==> config.mk <==
export PLATFORM = sky130hd
export DESIGN_NAME = btn_debounce_evt
export DESIGN_NICKNAME = d
export VERILOG_FILES = /design/src/rtl/btn_debounce_evt.sv
export SDC_FILE = /design/constraint.sdc
export NUM_CORES = 1
export LEC_CHECK = 0
export CAP_MARGIN = 10
export CORE_AREA = 2 2 179 181
export CTS_CLUSTER_DIAMETER = 100
export DETAILED_ROUTE_END_ITERATION = 7
export DIE_AREA = 0 0 181 183
export RECOVER_POWER = 50
export REMOVE_ABC_BUFFERS = 1
export SLEW_MARGIN = 40
export SYNTH_ARGS = -nofsm -noshare
export SYNTH_HDL_FRONTEND = slang
export SYNTH_SLANG_ARGS = --single-unit
==> constraint.sdc <==
create_clock -name aclk -period 5.3 [get_ports aclk]
set_input_delay 1.59 -clock aclk [delete_from_list [all_inputs] [get_ports aclk]]
set_output_delay 1.59 -clock aclk [all_outputs]
set_load 0.01 [all_outputs]
==> src/rtl/btn_debounce_evt.sv <==
// btn_debounce_evt: push-button conditioning between the pads and the GPIO input.
// Each raw button is synchronised into aclk with two flops, debounced by a
// four-state FSM with a saturating stability counter, and turned into a clean
// level, one-cycle rise/fall pulses, sticky event flags with a software clear,
// and a registered level interrupt.
// Optional build macro BTN_AUTOREPEAT_EN: while a button stays held, extra rise
// pulses are produced REPEAT_DELAY cycles after acceptance and then every
// REPEAT_PERIOD cycles. Without the macro no hold-counter logic exists.
module btn_debounce_evt #(
  parameter int NUM_BTNS        = 5,
  parameter int DEBOUNCE_CYCLES = 1000000,
  parameter int CNT_WIDTH       = 20,
  parameter int REPEAT_DELAY    = 50000000,
  parameter int REPEAT_PERIOD   = 10000000
) (
  input  logic                aclk,
  input  logic                aresetn,
  input  logic [NUM_BTNS-1:0] btns_raw,
  input  logic [NUM_BTNS-1:0] evt_clr,
  output logic [NUM_BTNS-1:0] btns_db,
  output logic [NUM_BTNS-1:0] btns_rise,
  output logic [NUM_BTNS-1:0] btns_fall,
  output logic [NUM_BTNS-1:0] evt_pending,
  output logic                irq
);

  typedef enum logic [1:0] {
    IDLE_LO = 2'd0,
    WAIT_HI = 2'd1,
    IDLE_HI = 2'd2,
    WAIT_LO = 2'd3
  } db_state_e;

  localparam logic [CNT_WIDTH-1:0] DB_LIMIT = CNT_WIDTH'(DEBOUNCE_CYCLES);
  localparam logic [CNT_WIDTH-1:0] CNT_MAX  = {CNT_WIDTH{1'b1}};
  localparam logic [CNT_WIDTH-1:0] CNT_ONE  = CNT_WIDTH'(1);

`ifdef BTN_AUTOREPEAT_EN
  localparam int REP_MAX = (REPEAT_DELAY > REPEAT_PERIOD) ? REPEAT_DELAY : REPEAT_PERIOD;
  localparam int HOLD_W  = $clog2(REP_MAX + 1);
  localparam logic [HOLD_W-1:0] HOLD_DELAY  = HOLD_W'(REPEAT_DELAY);
  localparam logic [HOLD_W-1:0] HOLD_PERIOD = HOLD_W'(REPEAT_PERIOD);
`endif

  logic [NUM_BTNS-1:0] sync1_q, sync1_d;
  logic [NUM_BTNS-1:0] sync2_q, sync2_d;
  logic [NUM_BTNS-1:0] evt_q, evt_d;
  logic                irq_q, irq_d;

  // Two-flop synchroniser input path; sync2_q is the settled level the FSMs see.
  always_comb begin
    sync1_d = btns_raw;
    sync2_d = sync1_q;
  end

  // Synchroniser registers, cleared by reset so a held button is re-qualified.
  always_ff @(posedge aclk or negedge aresetn) begin
    if (!aresetn) begin
      sync1_q <= '0;
      sync2_q <= '0;
    end else begin
      sync1_q <= sync1_d;
      sync2_q <= sync2_d;
    end
  end

  for (genvar i = 0; i < NUM_BTNS; i++) begin : g_chan
    db_state_e            state_q, state_d;
    logic [CNT_WIDTH-1:0] cnt_q, cnt_d;
    logic                 db_q, db_d;
    logic                 rise_q, rise_d;
    logic                 fall_q, fall_d;
    logic                 accept_rise;
    logic                 s;

    assign s = sync2_q[i];

    // Debounce FSM: a change is accepted only after the synced level has held
    // for the full count; any reversion during the wait drops back silently.
    always_comb begin
      state_d     = state_q;
      cnt_d       = cnt_q;
      accept_rise = 1'b0;
      fall_d      = 1'b0;
      case (state_q)
        IDLE_LO: begin
          if (s) begin
            state_d = WAIT_HI;
            cnt_d   = CNT_ONE;
          end
        end
        WAIT_HI: begin
          if (!s) begin
            state_d = IDLE_LO;
            cnt_d   = '0;
          end else if (cnt_q >= DB_LIMIT) begin
            state_d     = IDLE_HI;
            cnt_d       = '0;
            accept_rise = 1'b1;
          end else if (cnt_q != CNT_MAX) begin
            cnt_d = cnt_q + CNT_ONE;
          end
        end
        IDLE_HI: begin
          if (!s) begin
            state_d = WAIT_LO;
            cnt_d   = CNT_ONE;
          end
        end
        WAIT_LO: begin
          if (s) begin
            state_d = IDLE_HI;
            cnt_d   = '0;
          end else if (cnt_q >= DB_LIMIT) begin
            state_d = IDLE_LO;
            cnt_d   = '0;
            fall_d  = 1'b1;
          end else if (cnt_q != CNT_MAX) begin
            cnt_d = cnt_q + CNT_ONE;
          end
        end
        default: begin
          state_d = IDLE_LO;
          cnt_d   = '0;
        end
      endcase
      db_d = (state_d == IDLE_HI) || (state_d == WAIT_LO);
    end

`ifdef BTN_AUTOREPEAT_EN
    logic [HOLD_W-1:0] hold_q, hold_d;
    logic              rep_q, rep_d;
    logic              rep_pulse;
    logic [HOLD_W-1:0] hold_inc;
    logic [HOLD_W-1:0] hold_target;

    // Hold counter: runs only while the channel stays in IDLE_HI; first target
    // is the initial delay, every later target is the repeat period.
    always_comb begin
      hold_d      = '0;
      rep_d       = 1'b0;
      rep_pulse   = 1'b0;
      hold_inc    = hold_q + HOLD_W'(1);
      hold_target = rep_q ? HOLD_PERIOD : HOLD_DELAY;
      if ((state_q == IDLE_HI) && (state_d == IDLE_HI)) begin
        rep_d = rep_q;
        if (hold_inc == hold_target) begin
          rep_pulse = 1'b1;
          hold_d    = '0;
          rep_d     = 1'b1;
        end else begin
          hold_d = hold_inc;
        end
      end
    end

    // Hold counter registers.
    always_ff @(posedge aclk or negedge aresetn) begin
      if (!aresetn) begin
        hold_q <= '0;
        rep_q  <= 1'b0;
      end else begin
        hold_q <= hold_d;
        rep_q  <= rep_d;
      end
    end

    assign rise_d = accept_rise | rep_pulse;
`else
    assign rise_d = accept_rise;
`endif

    // Channel state, counter, level and pulse registers.
    always_ff @(posedge aclk or negedge aresetn) begin
      if (!aresetn) begin
        state_q <= IDLE_LO;
        cnt_q   <= '0;
        db_q    <= 1'b0;
        rise_q  <= 1'b0;
        fall_q  <= 1'b0;
      end else begin
        state_q <= state_d;
        cnt_q   <= cnt_d;
        db_q    <= db_d;
        rise_q  <= rise_d;
        fall_q  <= fall_d;
      end
    end

    assign btns_db[i]   = db_q;
    assign btns_rise[i] = rise_q;
    assign btns_fall[i] = fall_q;
  end

  // Sticky event flags: a pulse sets, a clear strobe clears, set wins a tie;
  // the interrupt follows the OR of the flags one cycle later.
  always_comb begin
    evt_d = (evt_q & ~evt_clr) | btns_rise | btns_fall;
    irq_d = |evt_q;
  end

  // Event flag and interrupt registers.
  always_ff @(posedge aclk or negedge aresetn) begin
    if (!aresetn) begin
      evt_q <= '0;
      irq_q <= 1'b0;
    end else begin
      evt_q <= evt_d;
      irq_q <= irq_d;
    end
  end

  assign evt_pending = evt_q;
  assign irq         = irq_q;

endmodule
# [Word level (Yosys, flattened, before mapping)]
# Cells that the tools add are included.
[totals] regBits=141 output_inout_bits=21 inputBits=12 elab_cells=194
[op_classes] mux=95 magnitude_cmp=5 bitwise=4 eq_ne=40 reduce_logical=16 addsub=5
[ops] operator="$mux 20" n=30
[ops] operator="$pmux 20 s4" n=5
[ops] operator="$add 20x1->20 const B" n=5
[ops] operator="$ge 20x20->1 const B" n=5
[ops] operator="$ne 20x20->1 const B" n=5
[ops] operator="$mux 2" n=30
[ops] operator="$eq 2x2->1 const B" n=20
[ops] operator="$pmux 2 s4" n=5
[ops] operator="$mux 1" n=25
[ops] operator="$ne 2x2->1 const B" n=10
[ops] operator="$eq 2x1->1 const B" n=5
[ops] operator="$logic_not 2->1" n=5
[ops] operator="$or 5x5->5" n=2
[ops] operator="$reduce_and 2->1" n=5
[ops] operator="$and 5x5->5" n=1
[ops] operator="$logic_or 1x1->1" n=5
[ops] operator="$not 5->5" n=1
[ops] operator="$reduce_or 5->1" n=1

# [Depth between registers and ports, before layout]
[logic_depth] depth_word=6 ltp_mapped=8 mapped_depth_nobuf=6

# [Worst setup path after synthesis]
# No wires, ideal clock.
[synth_path] path_type="reg2out" startpoint="reg g_chan[4].db_q" endpoint="out btns_db[4]" path_buffers=1 path_slack_ps=3174 required_ps=3710 t_arrival_ps=536 stages_incl_launch_ff=2 cell_sequence="dfrtp_1 > buf_4"
[synth_lines] element="start, declared" line_no="70" rtl="logic db_q, db_d;"
[synth_lines] element="start signal, assigned" line_no="178" rtl="db_q <= 1'b0;"
[synth_lines] element="start signal, assigned" line_no="184" rtl="db_q <= db_d;"
[synth_lines] element="end, declared" line_no="20" rtl="output logic [NUM_BTNS-1:0] btns_db,"
# No word-level cell between the ends.

# [Worst setup path in the final report]
[layout_path] startpoint="reg evt_q[3] (netlist: evt_pending[3])" endpoint="out evt_pending[3]"
[layout_lines] element="start, declared" line_no="47" rtl="logic [NUM_BTNS-1:0] evt_q, evt_d;"
[layout_lines] element="start signal, assigned" line_no="208" rtl="evt_q <= evt_d;"
[layout_lines] element="end, declared" line_no="23" rtl="output logic [NUM_BTNS-1:0] evt_pending,"
# No word-level cell between the ends.

==> metrics.md <==
| Metric | Value |
|---|---|
| Outcome | `finished with violations` |
| Failing checks | `capacitance limit, slew limit` |
| CP Data Arrival Time | `1490 ps` |
| Post-synth top flop | `dfrtp_1` |
| First-pass GRT wire length | `30,100 um` |
| Wire length per cell | `14.6 um` |
| Setup violations, final | `0` |
| #FFs+latches synth | `140` |
| RR Startpoint | `g_chan[2].cnt_q[12]$_DFFE_PN0P_` |
| Post-route insts no fill | `1,241` |
| Final hold slack | `347 ps` |
| Post-synth EDFFs | `0` |
| CP peak stage delay | `590 ps` |
| Clk Latency, worst-skew pair | `420 ps` |
| Initial core utilization | `24.6%` |
| Clk_skew | `9.44 ps` |
| PwrDens | `277 mW/mm2` |
| Peak VDD IR | `221 uV` |
| GRT overflow | `0` |
| Layout area overhead | `14.6%` |
| Clock root buffer | `clkbuf_16` |
| CP endpoint | `evt_pending[3]` |
| Placed cell count | `1,210` |
| Final Util | `28.2%` |
| Post-DP HPWL | `12,000 um` |
| CP Max Fanout | `3` |
| Multi-input logic area | `0.00373 mm2` |
| DIE AREA | `0.0331 mm2` |
| Total Nets Final | `849` |
| Number of max-cap violations | `1` |
| WP buf/inv | `1` |
| GRT Total Usage | `11.2%` |
| Yosys warnings | `0` |
| RSZ-0062 raised after global routing | `no` |
| Ratio of cells with drive above 1 in the final layout | `8.58%` |
| Via count | `6,445` |
| I/O pin count | `33` |
| 1st-pass router iterations | `5` |
| Vias in the first global route | `5,923` |
| CTS Buffer Depth | `2` |
| Cells along the critical path | `clkdlybuf4s50_1` |
| Worst r2r path cells | `5` |
| Postcts setup bufs | `0` |
| DRC errors left | `0` |
| Endpoint of the worst register-to-register path | `g_chan[2].cnt_q[4]$_DFFE_PN0P_` |
| Worst reg-to-reg setup slack | `2460 ps` |
| Total CTS buffers | `17` |
| Synth unique cells | `71` |
| CTS clock-pin slew for the worst setup and hold paths | `60 ps` |
| Overall Power | `2.45 mW` |
| Slew @ Worst Pin | `1680 ps` |
| Register area | `0.00350 mm2` |
| Crit path depth | `1` |
| Drt total wl | `18,100 um` |
| Min cycle time layout | `3080 ps` |
| Routed Antenna Nets | `0` |
| Placement Rows | `65` |
| Clock sinks | `140` |
| Width of the die | `181 um` |
| Worst EP required | `3710 ps` |
| Fin crit share | `58.1%` |
| CP startpoint kind | `flip-flop` |
| Vias per inst | `5.19` |
| Setup TNS | `0 ps` |
| Sequential fraction of the synthesis area | `45.5%` |
| H-tree levels | `4` |
| Post-CTS Hold Fix Bufs | `0` |
| Cell area after synthesis | `0.00770 mm2` |
| Top delay family on crit path | `buffers and inverters` |
| Post-synth ARST share | `100%` |
| Maximum clock frequency | `0.325 GHz` |
| Slew HR | `-12.2%` |
| Initial detailed-routing violation count | `605` |
| Min-Delay Path Class | `reg2reg` |
| I/O Buffers | `32` |
| Gpl congestion | `0.825` |
| PostCTS Resize Cnt | `0` |
| Critical Path Start | `evt_pending[3]$_DFF_PN0_` |
| Gate Count Post-Synth | `826` |
| Largest net degree at the start of global routing | `73` |
| Ant diodes | `0` |
| Kind of critical path | `reg2out` |
| Leak | `3.53 nW` |
| Initial antenna violation count | `0` |
| Layout fillers | `3,301` |
| Synth Area per Inst | `9.32 um2` |
| Final max-slew violation count | `28` |
| Core area | `0.0312 mm2` |
| Setup crit end kind | `output port` |
| Die Y | `183 um` |
| CTS tree | `yes` |
| Hold Fails Final Rpt | `0` |
| Slowest CP cell | `clkdlybuf4s50_1` |
==> metal layers <==
metal  track usage, %  wire, um  part of all wire (%)  vias to the layer above
met1             15.7      9130                    50                     3182
li1                 -         -                     -                     3104
met5                0         0                     0                        -
met2             17.2      8100                    45                      138
met3             2.44       637                   3.5                       21
met4             3.41       206                   1.1                        0
==> cell type report <==
| type | instances | area share [%] |
|---|---|---|
| Multi-Input combinational cell | 595 | 42.3 |
| Inverter | 36 | 1.53 |
| Timing Repair Buffer | 37 | 3.99 |
| Sequential cell | 140 | 39.7 |
| Tap cell | 402 | 5.70 |
| Clock inverter | 13 | 1.79 |
| Clock buffer | 18 | 4.98 |
==> metrics by stage <==
step,setup slack [ps],area (um2)
6_report,2220,8820
5_1_grt,2160,8820
4_1_cts,2160,8860
3_5_place_dp,2610,8260
3_3_place_gp,2620,8260
2_1_floorplan,3180,7390
==> synthesized netlist by cell type (13+ instances only) <==
cell      count  area, um2
nor3_1       14       70.1
nand4_1      23        144
a31oi_1      47        294
clkbuf_1     13       48.8
nand3_1      44        220
buf_4        15        113
nor2_1       50        188
a21oi_1      54        270
buf_2        23        115
nand2_1      61        229
and3_1       21        131
dfrtp_1     140       3500
a41oi_1      13        114
and2_1       13       81.3
nor4_1       13       81.3
o21ai_0      48        240
inv_1        36        135
==> logic make-up after synthesis <==
kind of cell	count (synthesis)	synth area share, %
AOI/OAI and AO/OA	264	23.0
xor gates and xnor gates	9	1.02
adders and majority gates	10	1.63
buffers and inverters	91	5.67
DFF	140	45.5
muxes	12	1.71
and+or+nand+nor	300	21.4
==> how the worst min path moves through the flow <==
| stage | start | endpoint | slack, ps | cells after the start |
|---|---|---|---|---|
| floorplan | sync1_q[0]$_DFF_PN0_ | sync2_q[0]$_DFF_PN0_ | 330 | 0 |
| global placement | sync1_q[1]$_DFF_PN0_ | sync2_q[1]$_DFF_PN0_ | 330 | 0 |
| detailed placement | sync1_q[2]$_DFF_PN0_ | sync2_q[2]$_DFF_PN0_ | 340 | 0 |
| CTS | sync1_q[2]$_DFF_PN0_ | sync2_q[2]$_DFF_PN0_ | 350 | 0 |
| global route | sync1_q[2]$_DFF_PN0_ | sync2_q[2]$_DFF_PN0_ | 360 | 0 |
| finish | sync1_q[2]$_DFF_PN0_ | sync2_q[2]$_DFF_PN0_ | 350 | 0 |
==> placed cells by master, fill, tap and decap left out, types with 17 or more instances in the layout <==
cell type        netlist  layout
and3_1                21      21
a21oi_1               54      54
nand3_1               44      44
dfrtp_1              140     140
o21ai_0               48      48
inv_1                 36      36
nor2_1                50      52
a31oi_1               47      47
nand2_1               61      61
clkbuf_16              0      17
clkdlybuf4s50_1        0      21
nand4_1               23      23
==> state kept, by name, summed over array words and instances (netlist names) <==
| name | flops |
|---|---|
| g_chan.cnt_q | 100 |
| g_chan.state_q | 9 |
| evt_pending | 5 |
| g_chan.db_q | 5 |
| g_chan.fall_q | 5 |
| g_chan.rise_q | 5 |
| sync1_q | 5 |
| sync2_q | 5 |
| irq | 1 |
==> power breakdown <==
group	total (mW)	internal, mW	switching, mW
Combinational	0.127	0.0413	0.0854
Clock	1.21	0.714	0.497
Sequential	1.11	1.09	0.0225
Total	2.45	1.84	0.605
No activity file was read; power rests on OpenSTA's default activity.
